**config.mk**
```make
export PLATFORM = sky130hd
export DESIGN_NAME = register_scheduler
export DESIGN_NICKNAME = d
export VERILOG_FILES = /design/src/rtl/register_scheduler_pkg.sv /design/src/rtl/register_wb_arbiter.sv /design/src/rtl/register_scheduler.sv
export SDC_FILE = /design/constraint.sdc
export NUM_CORES = 1
export LEC_CHECK = 0
export CAP_MARGIN = 20
export CORE_MARGIN = 4
export CORE_UTILIZATION = 50
export CTS_CLUSTER_SIZE = 30
export DETAILED_ROUTE_END_ITERATION = 7
export GPL_TIMING_DRIVEN = 0
export PLACE_DENSITY = 0.8
export SYNTH_ARGS = -nofsm -noshare
export SYNTH_HDL_FRONTEND = slang
export SYNTH_SLANG_ARGS = --single-unit
export TNS_END_PERCENT = 20
```
**constraint.sdc**
```tcl
create_clock -name clk -period 4.5 [get_ports clk]
set_input_delay 1.125 -clock clk [delete_from_list [all_inputs] [get_ports clk]]
set_output_delay 1.125 -clock clk [all_outputs]
set_load 0.05 [all_outputs]
```
**src/rtl/register_scheduler_pkg.sv**
```systemverilog
// Shared types and sizing constants for the register scheduler:
// issue/writeback bundles and the register file write port.
package register_scheduler_pkg;

    localparam int NREG_C = 32;
    localparam int CNTW_C = 2;
    localparam int XLEN_C = 32;
    localparam int AW_C   = $clog2(NREG_C);

    typedef struct packed {
        logic              wren;
        logic [AW_C-1:0]   waddr;
        logic [XLEN_C-1:0] wdata;
    } register_write_in_type;

    typedef struct packed {
        logic            valid;
        logic            rden1;
        logic [AW_C-1:0] raddr1;
        logic            rden2;
        logic [AW_C-1:0] raddr2;
        logic            wren;
        logic [AW_C-1:0] waddr;
    } scheduler_issue_in_type;

    typedef struct packed {
        logic              valid;
        logic [AW_C-1:0]   waddr;
        logic [XLEN_C-1:0] wdata;
    } writeback_in_type;

    typedef struct packed {
        logic ready;
    } writeback_out_type;

    typedef struct packed {
        logic              iss_stall;
        logic [NREG_C-1:0] busy_vec;
    } scheduler_out_type;

endpackage

```
**src/rtl/register_wb_arbiter.sv**
```systemverilog
// Two-way round-robin arbiter for the register file write port
// with the registered write-port output.
import register_scheduler_pkg::*;

module register_wb_arbiter (
    input  logic                  clk,
    input  logic                  rst,
    input  writeback_in_type      wb0_i,
    input  writeback_in_type      wb1_i,
    output writeback_out_type     wb0_o,
    output writeback_out_type     wb1_o,
    output register_write_in_type win_o
);

    logic                  last_q, last_d;
    register_write_in_type win_q, win_d;
    logic                  gnt0, gnt1;

    // last_q names the most recent winner; the other side wins a tie.
    assign gnt0 = wb0_i.valid && (!wb1_i.valid || last_q);
    assign gnt1 = wb1_i.valid && (!wb0_i.valid || !last_q);

    assign wb0_o.ready = gnt0;
    assign wb1_o.ready = gnt1;
    assign win_o       = win_q;

    always_comb begin
        last_d     = last_q;
        win_d      = win_q;
        win_d.wren = 1'b0;
        if (gnt0) begin
            last_d = 1'b0;
            win_d  = '{wren: wb0_i.waddr != '0,
                       waddr: wb0_i.waddr,
                       wdata: wb0_i.wdata};
        end else if (gnt1) begin
            last_d = 1'b1;
            win_d  = '{wren: wb1_i.waddr != '0,
                       waddr: wb1_i.waddr,
                       wdata: wb1_i.wdata};
        end
    end

    always_ff @(posedge clk or negedge rst) begin
        if (!rst) begin
            last_q <= 1'b1;
            win_q  <= '0;
        end else begin
            last_q <= last_d;
            win_q  <= win_d;
        end
    end

endmodule

```
**src/rtl/register_scheduler.sv**
```systemverilog
// Pending-write scoreboard with issue stall, plus the writeback
// arbiter feeding the shared integer register file write port.
import register_scheduler_pkg::*;

module register_scheduler #(
    parameter int NREG = NREG_C,
    parameter int XLEN = XLEN_C,
    parameter int CNTW = CNTW_C,
    localparam int AW  = $clog2(NREG)
) (
    input  logic                  clk,
    input  logic                  rst,
    input  logic                  iss_valid,
    input  logic                  iss_rden1,
    input  logic [AW-1:0]         iss_raddr1,
    input  logic                  iss_rden2,
    input  logic [AW-1:0]         iss_raddr2,
    input  logic                  iss_wren,
    input  logic [AW-1:0]         iss_waddr,
    output logic                  iss_stall,
    input  logic                  wb0_valid,
    input  logic [AW-1:0]         wb0_waddr,
    input  logic [XLEN-1:0]       wb0_wdata,
    output logic                  wb0_ready,
    input  logic                  wb1_valid,
    input  logic [AW-1:0]         wb1_waddr,
    input  logic [XLEN-1:0]       wb1_wdata,
    output logic                  wb1_ready,
    output register_write_in_type register_win,
    output logic [NREG-1:0]       busy_vec
);

    scheduler_issue_in_type iss;
    scheduler_out_type      sch;
    writeback_in_type       wb0_in, wb1_in;
    writeback_out_type      wb0_out, wb1_out;

    logic [CNTW-1:0] cnt_q [NREG];
    logic [CNTW-1:0] cnt_d [NREG];
    logic            raw1, raw2, wawsat, accept;

    assign iss = '{valid: iss_valid,
                   rden1: iss_rden1, raddr1: iss_raddr1,
                   rden2: iss_rden2, raddr2: iss_raddr2,
                   wren: iss_wren, waddr: iss_waddr};

    assign wb0_in = '{valid: wb0_valid, waddr: wb0_waddr, wdata: wb0_wdata};
    assign wb1_in = '{valid: wb1_valid, waddr: wb1_waddr, wdata: wb1_wdata};

    // Conservative: a commit in this cycle does not clear a hazard yet.
    assign raw1   = iss.rden1 && iss.raddr1 != '0 && cnt_q[iss.raddr1] != '0;
    assign raw2   = iss.rden2 && iss.raddr2 != '0 && cnt_q[iss.raddr2] != '0;
    assign wawsat = iss.wren && iss.waddr != '0 && cnt_q[iss.waddr] == '1;
    assign accept = iss.valid && !sch.iss_stall && iss.wren && iss.waddr != '0;

    always_comb begin
        sch.iss_stall = iss.valid && (raw1 || raw2 || wawsat);
        sch.busy_vec  = '0;
        for (int i = 1; i < NREG; i++) begin
            sch.busy_vec[i] = cnt_q[i] != '0;
        end
    end

    assign iss_stall = sch.iss_stall;
    assign busy_vec  = sch.busy_vec;
    assign wb0_ready = wb0_out.ready;
    assign wb1_ready = wb1_out.ready;

    always_comb begin
        for (int i = 0; i < NREG; i++) begin
            cnt_d[i] = cnt_q[i];
        end
        for (int i = 1; i < NREG; i++) begin
            if (accept && iss.waddr == AW'(i)
                && !(register_win.wren && register_win.waddr == AW'(i))) begin
                cnt_d[i] = cnt_q[i] + 1'b1;
            end else if (!(accept && iss.waddr == AW'(i))
                && register_win.wren && register_win.waddr == AW'(i)
                && cnt_q[i] != '0) begin
                cnt_d[i] = cnt_q[i] - 1'b1;
            end
        end
        cnt_d[0] = '0;
    end

    always_ff @(posedge clk or negedge rst) begin
        if (!rst) begin
            for (int i = 0; i < NREG; i++) begin
                cnt_q[i] <= '0;
            end
        end else begin
            assert (!(register_win.wren && register_win.waddr != '0
                      && cnt_q[register_win.waddr] == '0
                      && !(accept && iss.waddr == register_win.waddr)))
                else $error("commit to register with no pending write");
            for (int i = 0; i < NREG; i++) begin
                cnt_q[i] <= cnt_d[i];
            end
        end
    end

    register_wb_arbiter u_arb (
        .clk   (clk),
        .rst   (rst),
        .wb0_i (wb0_in),
        .wb1_i (wb1_in),
        .wb0_o (wb0_out),
        .wb1_o (wb1_out),
        .win_o (register_win)
    );

endmodule

```
; ---- Word level (Yosys, flattened, before mapping)
; Index checks and enable logic that the tools add are counted.
; Widths: inputs -> output; s select.
[classes]
add_sub_neg = 62
n_lt_le_gt_ge = 3
eq_ne = 63
mux = 75
bitwise_logic = 3
n_reduce_logical = 338
[op_table]
columns = op, n
row1 = $logic_and 1x1->1, 198
row2 = $eq 5x5->1 const B, 32
row3 = $mux 2, 68
row4 = $reduce_bool 2->1, 65
row5 = $eq 5x4->1 const B, 16
row6 = $mux 38, 2
row7 = $logic_not 1->1, 66
row8 = $add 2x1->2 const B, 31
row9 = $sub 2x1->2 const B, 31
row10 = $eq 5x3->1 const B, 8
row11 = $bmux 2 s5, 3
row12 = $reduce_bool 5->1, 5
row13 = $eq 5x2->1 const B, 4
row14 = $ge 6x6->1 const B, 3
row15 = $not 5->6, 3
row16 = $eq 5x1->1 const B, 2
row17 = $logic_or 1x1->1, 4
row18 = $eq 2x2->1 const B, 1
row19 = $mux 1, 2
[word_totals]
register_bits = 101
inputBits = 97
out_inout_bits = 73
elab_cells = 579

; ---- Longest topological paths before layout
; Gate-level depths: netlist (run 1).
[logic_depth]
depth_word = 20
mapped_depth = 13
mapped_depth_nobuf = 8

; ---- By module
; Synthesis (run 1) repeated with hierarchy kept, for this count alone.
[unflattened]
cells_unflattened = 900
area_unflattened_um2 = 7741.2
[modules_own_cells]
columns = mod, n_inst, cells_per_inst, area_each_um2
row1 = register_scheduler, 1, 687, 5430.2
row2 = register_wb_arbiter, 1, 213, 2311.0

; ---- Worst setup path before layout (run 1)
; Ideal clock, no wire load.
[synth_timing]
path_kind = in2out
startpoint = input port iss_raddr2[1]
endpoint = output port iss_stall
arrival_ns = 3.325
t_required_ns = 3.375
setup_slack_ns = 0.050
stages = 10
path_buffers = 3
cell_sequence = buf_2 > or4b_2 > o311ai_1 > o221ai_1 > o311a_1 > nor4_4 > buf_2 > buf_4 > o21ai_0 > and2_1
[synth_between]
elab_chain_len = 9
word_cells_on_any_way = 11
[synth_lines]
columns = item, line_no
row1 = "start, declared", register_scheduler.sv:17  ; input logic [AW-1:0] iss_raddr2,
row2 = $not 5->6 (implied by the code), register_scheduler.sv:52  ; assign raw2 = iss.rden2 && iss.raddr2 != '0 && cnt_q[iss.raddr2] != '0;
row3 = $bmux 2 s5, register_scheduler.sv:52
row4 = $mux 2 (implied by the code) (2 in a row), register_scheduler.sv:52
row5 = $reduce_bool 2->1, register_scheduler.sv:52
row6 = $logic_and 1x1->1 *, register_scheduler.sv:52
row7 = $logic_or 1x1->1 * (2 in a row), register_scheduler.sv:57  ; sch.iss_stall = iss.valid && (raw1 || raw2 || wawsat);
row8 = $logic_and 1x1->1 *, register_scheduler.sv:57
row9 = "end, declared", register_scheduler.sv:20  ; output logic iss_stall,
; Mark *: on every way between the ends. The rest lies on a longest branch, timed or not. The select of a mux whose other input is x is not followed.

; ---- Worst setup path in the final report (run 1)
[layout_timing]
startpoint = input port iss_raddr1[1]
endpoint = output port iss_stall
[layout_between]
elab_chain_len = 9
word_cells_on_any_way = 11
[layout_lines]
columns = item, line_no
row1 = "start, declared", register_scheduler.sv:15  ; input logic [AW-1:0] iss_raddr1,
row2 = $not 5->6 (implied by the code), register_scheduler.sv:51  ; assign raw1 = iss.rden1 && iss.raddr1 != '0 && cnt_q[iss.raddr1] != '0;
row3 = $bmux 2 s5, register_scheduler.sv:51
row4 = $mux 2 (implied by the code) (2 in a row), register_scheduler.sv:51
row5 = $reduce_bool 2->1, register_scheduler.sv:51
row6 = $logic_and 1x1->1 *, register_scheduler.sv:51
row7 = $logic_or 1x1->1 * (2 in a row), register_scheduler.sv:57
row8 = $logic_and 1x1->1 *, register_scheduler.sv:57
; Marked as above.

==> results.toml, run 1 <==
[floorplanning]
dieHeight_um = 129
fp.dieW_um = 129
die_area_sq_um = 16600
core_sq_um = 14100
start_util = 0.519
io_pins = 170
rows = 43

[detailed_routing]
top_layer = "met4"
post-route-drc-count = 0
first_pass_iters = 5
wl_per_cell_um = 20.0
via_per_inst = 6.33
drtAntennaViolNets = 0
num_vias = 7965
wl_met3_um = 2940
wl_um = 25200
wl_met2_um = 11400
m1WireLength_um = 9890
dr.first_iter.drc_count = 836

[final_layout]
antenna_cells_inserted = 0
n_fill_cell = 1150
final_common_cell = "clkdlybuf4s50_1"
layout_common_cells = "clkdlybuf4s50_1, nor2_1, dfrtp_1"
area_growth_pct = 31.3
nNetsFinal = 1171
drive_above_1_share = 0.0936
design_area_sq_um = 9600

[power_and_ir_drop]
p_per_area_nw_per_um2 = 349
ir_drop_mv = 0.215
leakage_nw = 4.30

[min_path]
hold_class = "register to register"
hold_start = "cnt_q[26]"

[yosys]
muxShareOfSynthArea = 0.0524
ys_seq_area_frac = 0.346
syn_area_sq_um = 7310
syn_nets = 994
synth_cell_types = 68
synth_area_leaders = "dfrtp_1, nor2_1, mux4_2, o22a_1, a31oi_1"
synth-compound-area-share = 0.262
synth_top_family_by_area = "compound AO/OA/AOI/OAI gates"
synth_flop_cell = "dfrtp_1"
yosys.area_share.simple = 0.247
yosys.area_share.adder = 0
yosysTopAreaCellShare = 0.342
syn-instance-count = 897
ys_async_sr_fraction = 1.00
synth_warnings = 0
yosysTopAreaCell = "dfrtp_1"
synth_edf_count = 0
synth_xor_xnor_area_share = 0.0228
syn_area_per_cell_sq_um = 8.15
yosys_register_bits = 101

[grt]
grt_pass1_vias = 7675
grt_overflow = 0
grt_pass1_wl_um = 39800
grt_max_degree = 46
antenna_found_initial = 0
grtUsageTotal = 0.302

[critical_path]
critPathKind = "primary input to output pin"
rr_startpoint = "cnt_q[10]"
crit_path_end_kind = "output pin"
worstPathRequired_ns = 3.38
cp_max_fo = 5
crit_arrival_ns = 3.35
crit_start = "iss_raddr1[1]"
crit_path_start_kind = "primary input"

[sta]
final-hold-violation-count = 0
worstMarginPinSlew_ns = 0.565
slew_violations = 0
timing.final.crit_share = 0.995
setup_violations = 0
fin_crit_ns = 4.48
rsz0062_at_grt = "true"
max_slew_margin = 0.614
final.setup_skew_ns = 0.00845
holdWs_ns = 0.526
fmax_ghz = 0.223

[clock_network]
cts_hold_buf = 0
clk_pin_slew_ns = 0.07
htreeDepth = 3
cts_tree = "yes"
cts_buffers = 9
clock_latency_ns = 0.36
cts.sinks = 101
clockBufferDepth = 2
root_buffer = "clkbuf_16"

[placement]
port_buffers = 161
gp_congestion = 0.949
dp_hpwl_um = 19000
placed_area_sq_um = 9200

[status]
status = "completed"

[flow_run]
max-cap-violations = 0
-- sequential cells by signal, summed over array words and instances, names as in the netlist --
register      flops
cnt_q            62
u_arb.last_q      1
u_arb.win_o      38
-- worst paths after layout --
check | slack (ns) | end | cells past startpoint
min reg2reg | 0.53 | cnt_q[26] | 1
max in group asynchronous | 3.30 | u_arb.last_q | 2
max | 0.02 | iss_stall | 11
max reg2reg | 1.18 | cnt_q[26] | 10
min | 0.53 | cnt_q[26] | 1
min in group asynchronous | 0.63 | cnt_q[24] | 1
-- worst max-delay path, cell delays in order --
cell and delay, ns:
dlygate4sd2_1 0.27, clkbuf_8 0.16, or4_4 0.50, o2111a_1 0.17, a22oi_2 0.17, a31oi_2 0.14
nor4_4 0.32, buf_6 0.15, o21ai_2 0.06, and2_4 0.14, buf_6 0.14
-- per-layer routing --
metal	up-vias	GRT usage
li1	3667	-
met1	3756	0.393
met2	454	0.470
met3	88	0.0922
met4	0	0.127
met5	-	0
-- synth_stat cells (all sizes together) (14+ instances only) --
cell type    n
xnor2       19
and3        16
nand2       40
o22ai       36
o21ai       16
or2         18
nor2       122
clkbuf      39
o22a        29
nor3        36
nand3       22
nor4        19
inv         60
nand4       21
dfrtp      100
a21boi      29
buf         26
a21oi       47
a211oi      14
a31oi       38
nor2b       19
-- cell type report --
| class | count | area [sq um] | area share |
|---|---|---|---|
| multi-input combinational | 670 | 4330 | 0.451 |
| sequential | 101 | 2530 | 0.264 |
| timing repair buffer | 170 | 1710 | 0.178 |
| buffer | 61 | 283 | 0.0295 |
| clock buffer | 12 | 256 | 0.0267 |
| inverter | 61 | 233 | 0.0243 |
| tap | 180 | 225 | 0.0235 |
| clock inverter | 4 | 31.3 | 0.00326 |
-- power by group --
| part | leakage, nW | internal [mW] | switching (mW) |
|---|---|---|---|
| combinational | 2.89 | 0.527 | 0.884 |
| clock | 0.131 | 0.408 | 0.367 |
| sequential | 1.28 | 1.02 | 0.146 |
| total | 4.30 | 1.95 | 1.40 |
-- cells by family (layout without fill, tap and decap cells) --
family	after synthesis	after routing
buf+inv	126	308
mux	23	23
compound gates	272	272
xor+xnor	19	19
simple gates	355	355
flops	101	101
other cells	1	1
-- what timing repair did --
item | CTS | global route
gates resized for setup | 29 | 16
buffers inserted | 7 | 0
endpoints found under the setup margin | 2 | 2
pin swaps | 4 | 2
-- per-stage QoR --
stage / utilization / setup slack [ns] / setup TNS [ns] / std cells / power (mW)
after floorplan: - / 0.0505 / 0 / 897 / 2.03
after global placement: 0.649 / -1.74 / -175.68 / 1238 / 2.53
after detailed placement: 0.653 / -1.52 / -1.68 / 1240 / 2.55
after CTS: 0.679 / 0.00753 / 0 / 1260 / 3.34
after global routing: 0.681 / -0.00384 / -0.00384 / 1259 / 3.49
final: 0.681 / 0.0221 / 0 / 1259 / 3.35
(Power assumes the default switching activity.)
==> run 2: changes to the inputs <==
--- a/config.mk
+++ b/config.mk
@@ -10,8 +10,8 @@
 export CORE_UTILIZATION = 50
 export CTS_CLUSTER_SIZE = 30
 export DETAILED_ROUTE_END_ITERATION = 7
+export DONT_BUFFER_PORTS = 1
 export GPL_TIMING_DRIVEN = 0
-export PLACE_DENSITY = 0.8
 export SYNTH_ARGS = -nofsm -noshare
 export SYNTH_HDL_FRONTEND = slang
 export SYNTH_SLANG_ARGS = --single-unit
==> run 2 against run 1 <==
Effect of this change: sequential power is 14% higher; clock-buffer cell count is 2 lower; worst hold slack worse by 0.074 ns; global-route usage is 0.61 points lower; clock skew is 0.0025 ns higher; worst setup slack better by 0.050 ns; first-iteration DRC count is 27% lower; highest routed layer unchanged.
==> results.toml, run 2 (same netlist as run 1, synthesis figures left out) <==
[final_layout]
design_area_sq_um = 7960
largest_register_ff_count = 62
antenna_cells_inserted = 0
drive_above_1_share = 0.104
final_common_cell = "nor2_1"
top_register = "cnt_q"
nNetsFinal = 1009
multiInputGateArea_sq_um = 4350
final-instance-count-excl-fill = 1097
area_growth_pct = 8.95
seqCellArea_sq_um = 2530
layout_common_cells = "nor2_1, dfrtp_1, inv_1"
n_fill_cell = 1314

[critical_path]
crit_path_start_kind = "primary input"
path_buf_inv = 4
cp_cell_sequence = "clkbuf_2 -> clkbuf_2 -> nor3_1 -> a21oi_1 -> o31ai_1 -> nor4_2 -> nor4_4 -> buf_6 -> buf_4 -> o21ai_2 -> and2_4"
crit_family = "simple AND/OR/NAND/NOR gates"
cpPeakStageDelay_ns = 0.35
critPathKind = "primary input to output pin"
worstPathRequired_ns = 3.38
cp_max_fo = 10
crit_path_end_kind = "output pin"
critPathSlowestCell = "nor4_4"
crit_arrival_ns = 3.30
cpMostUsedCell = "clkbuf_2"

[clock_network]
clk_pin_slew_ns = 0.08
clock_latency_ns = 0.36
cts_hold_buf = 0
cts_tree = "yes"
root_buffer = "clkbuf_16"
cts_buffers = 9
cts.sinks = 101
htreeDepth = 3
clockBufferDepth = 2

[floorplanning]
rows = 43
fp.dieW_um = 129
core_sq_um = 14100
start_util = 0.519
die_area_sq_um = 16600
dieHeight_um = 129
io_pins = 170

[min_path]
hold_class = "primary input to asynchronous set/reset pin"

[sta]
slew_violations = 0
max_slew_margin = 0.580
setup_violations = 0
fmax_ghz = 0.226
tns_ns = 0
fin_crit_ns = 4.43
worstMarginPinSlew_ns = 0.630
final.setup_skew_ns = 0.0109
final-hold-violation-count = 0
timing.final.crit_share = 0.984

[detailed_routing]
num_vias = 7411
dr.first_iter.drc_count = 614
wl_per_cell_um = 22.5
post-route-drc-count = 0
first_pass_iters = 7
via_per_inst = 6.76
drtAntennaViolNets = 0
wl_um = 24700

[placement]
placed_area_sq_um = 7550
gp_congestion = 0.983
dp.cells = 1079
dp_hpwl_um = 18800
port_buffers = 0

[grt]
grt_overflow = 0
antenna_found_initial = 0
grt_pass1_wl_um = 38900
grt_max_degree = 102
grt_pass1_vias = 7362
grtUsageTotal = 0.296

[power_and_ir_drop]
p_per_area_nw_per_um2 = 388
ir_drop_mv = 0.242
finalPower_mw = 3.09
leakage_nw = 3.65

[flow_run]
max-cap-violations = 0

[status]
status = "completed"
run 2: changes by cell type in the layout (fill, tap and decap cells not counted), moves of 3 or more:
cell,delta
dlygate4sd2_1,-4
clkbuf_8,-3
or2_2,+3
clkdlybuf4s50_1,-153
run 2: area by class of cell:
| class | instances | share of cell area |
|---|---|---|
| clock inverter | 6 | 0.00880 |
| clock buffer | 10 | 0.0288 |
| inverter | 61 | 0.0289 |
| sequential | 101 | 0.318 |
| multi-input combinational | 670 | 0.547 |
| timing repair buffer | 5 | 0.00424 |
| tap | 180 | 0.0283 |
| buffer | 64 | 0.0368 |
run 2: per-layer routing:
metal,share of wire,GRT usage
met1,0.41,0.386
met2,0.46,0.471
met3,0.098,0.0814
met4,0.030,0.112
met5,0,0
run 2: path summary, 6_finish.rpt:
path / depth (start not counted) / from / slack [ns] / to
max: 11 / iss_raddr1[1] / 0.07 / iss_stall
min: 0 / rst / 0.45 / cnt_q[29]
max reg2reg: 11 / cnt_q[6] / 0.89 / cnt_q[28]
min reg2reg: 1 / cnt_q[58] / 0.53 / cnt_q[58]
max in group asynchronous: 0 / rst / 3.80 / u_arb.last_q
min in group clk: 1 / cnt_q[58] / 0.53 / cnt_q[58]
run 2: timing repair:
action,4_1_cts,5_1_grt
pin swaps,2,5
hold endpoints to repair,0,0
gates cloned,0,0
buffers inserted,3,0
gates resized for setup,21,13
endpoints found under the setup margin,1,1
run 2: metrics by stage:
step           worst slack (ns)   util  hold slack [ns]
2_1_floorplan            0.0505      -            0.477
3_3_place_gp             -0.540  0.535            0.497
3_5_place_dp             -0.531  0.535            0.522
4_1_cts                  0.0218  0.562            0.446
5_1_grt                 -0.0981  0.565            0.438
6_report                 0.0718  0.565            0.452
run 2: power breakdown:
part           total, mW  internal [mW]  leakage (nW)  switching [mW]
Sequential          1.33           1.02          1.28           0.318
Clock              0.814          0.437         0.141           0.377
Combinational      0.940          0.282          2.23           0.658
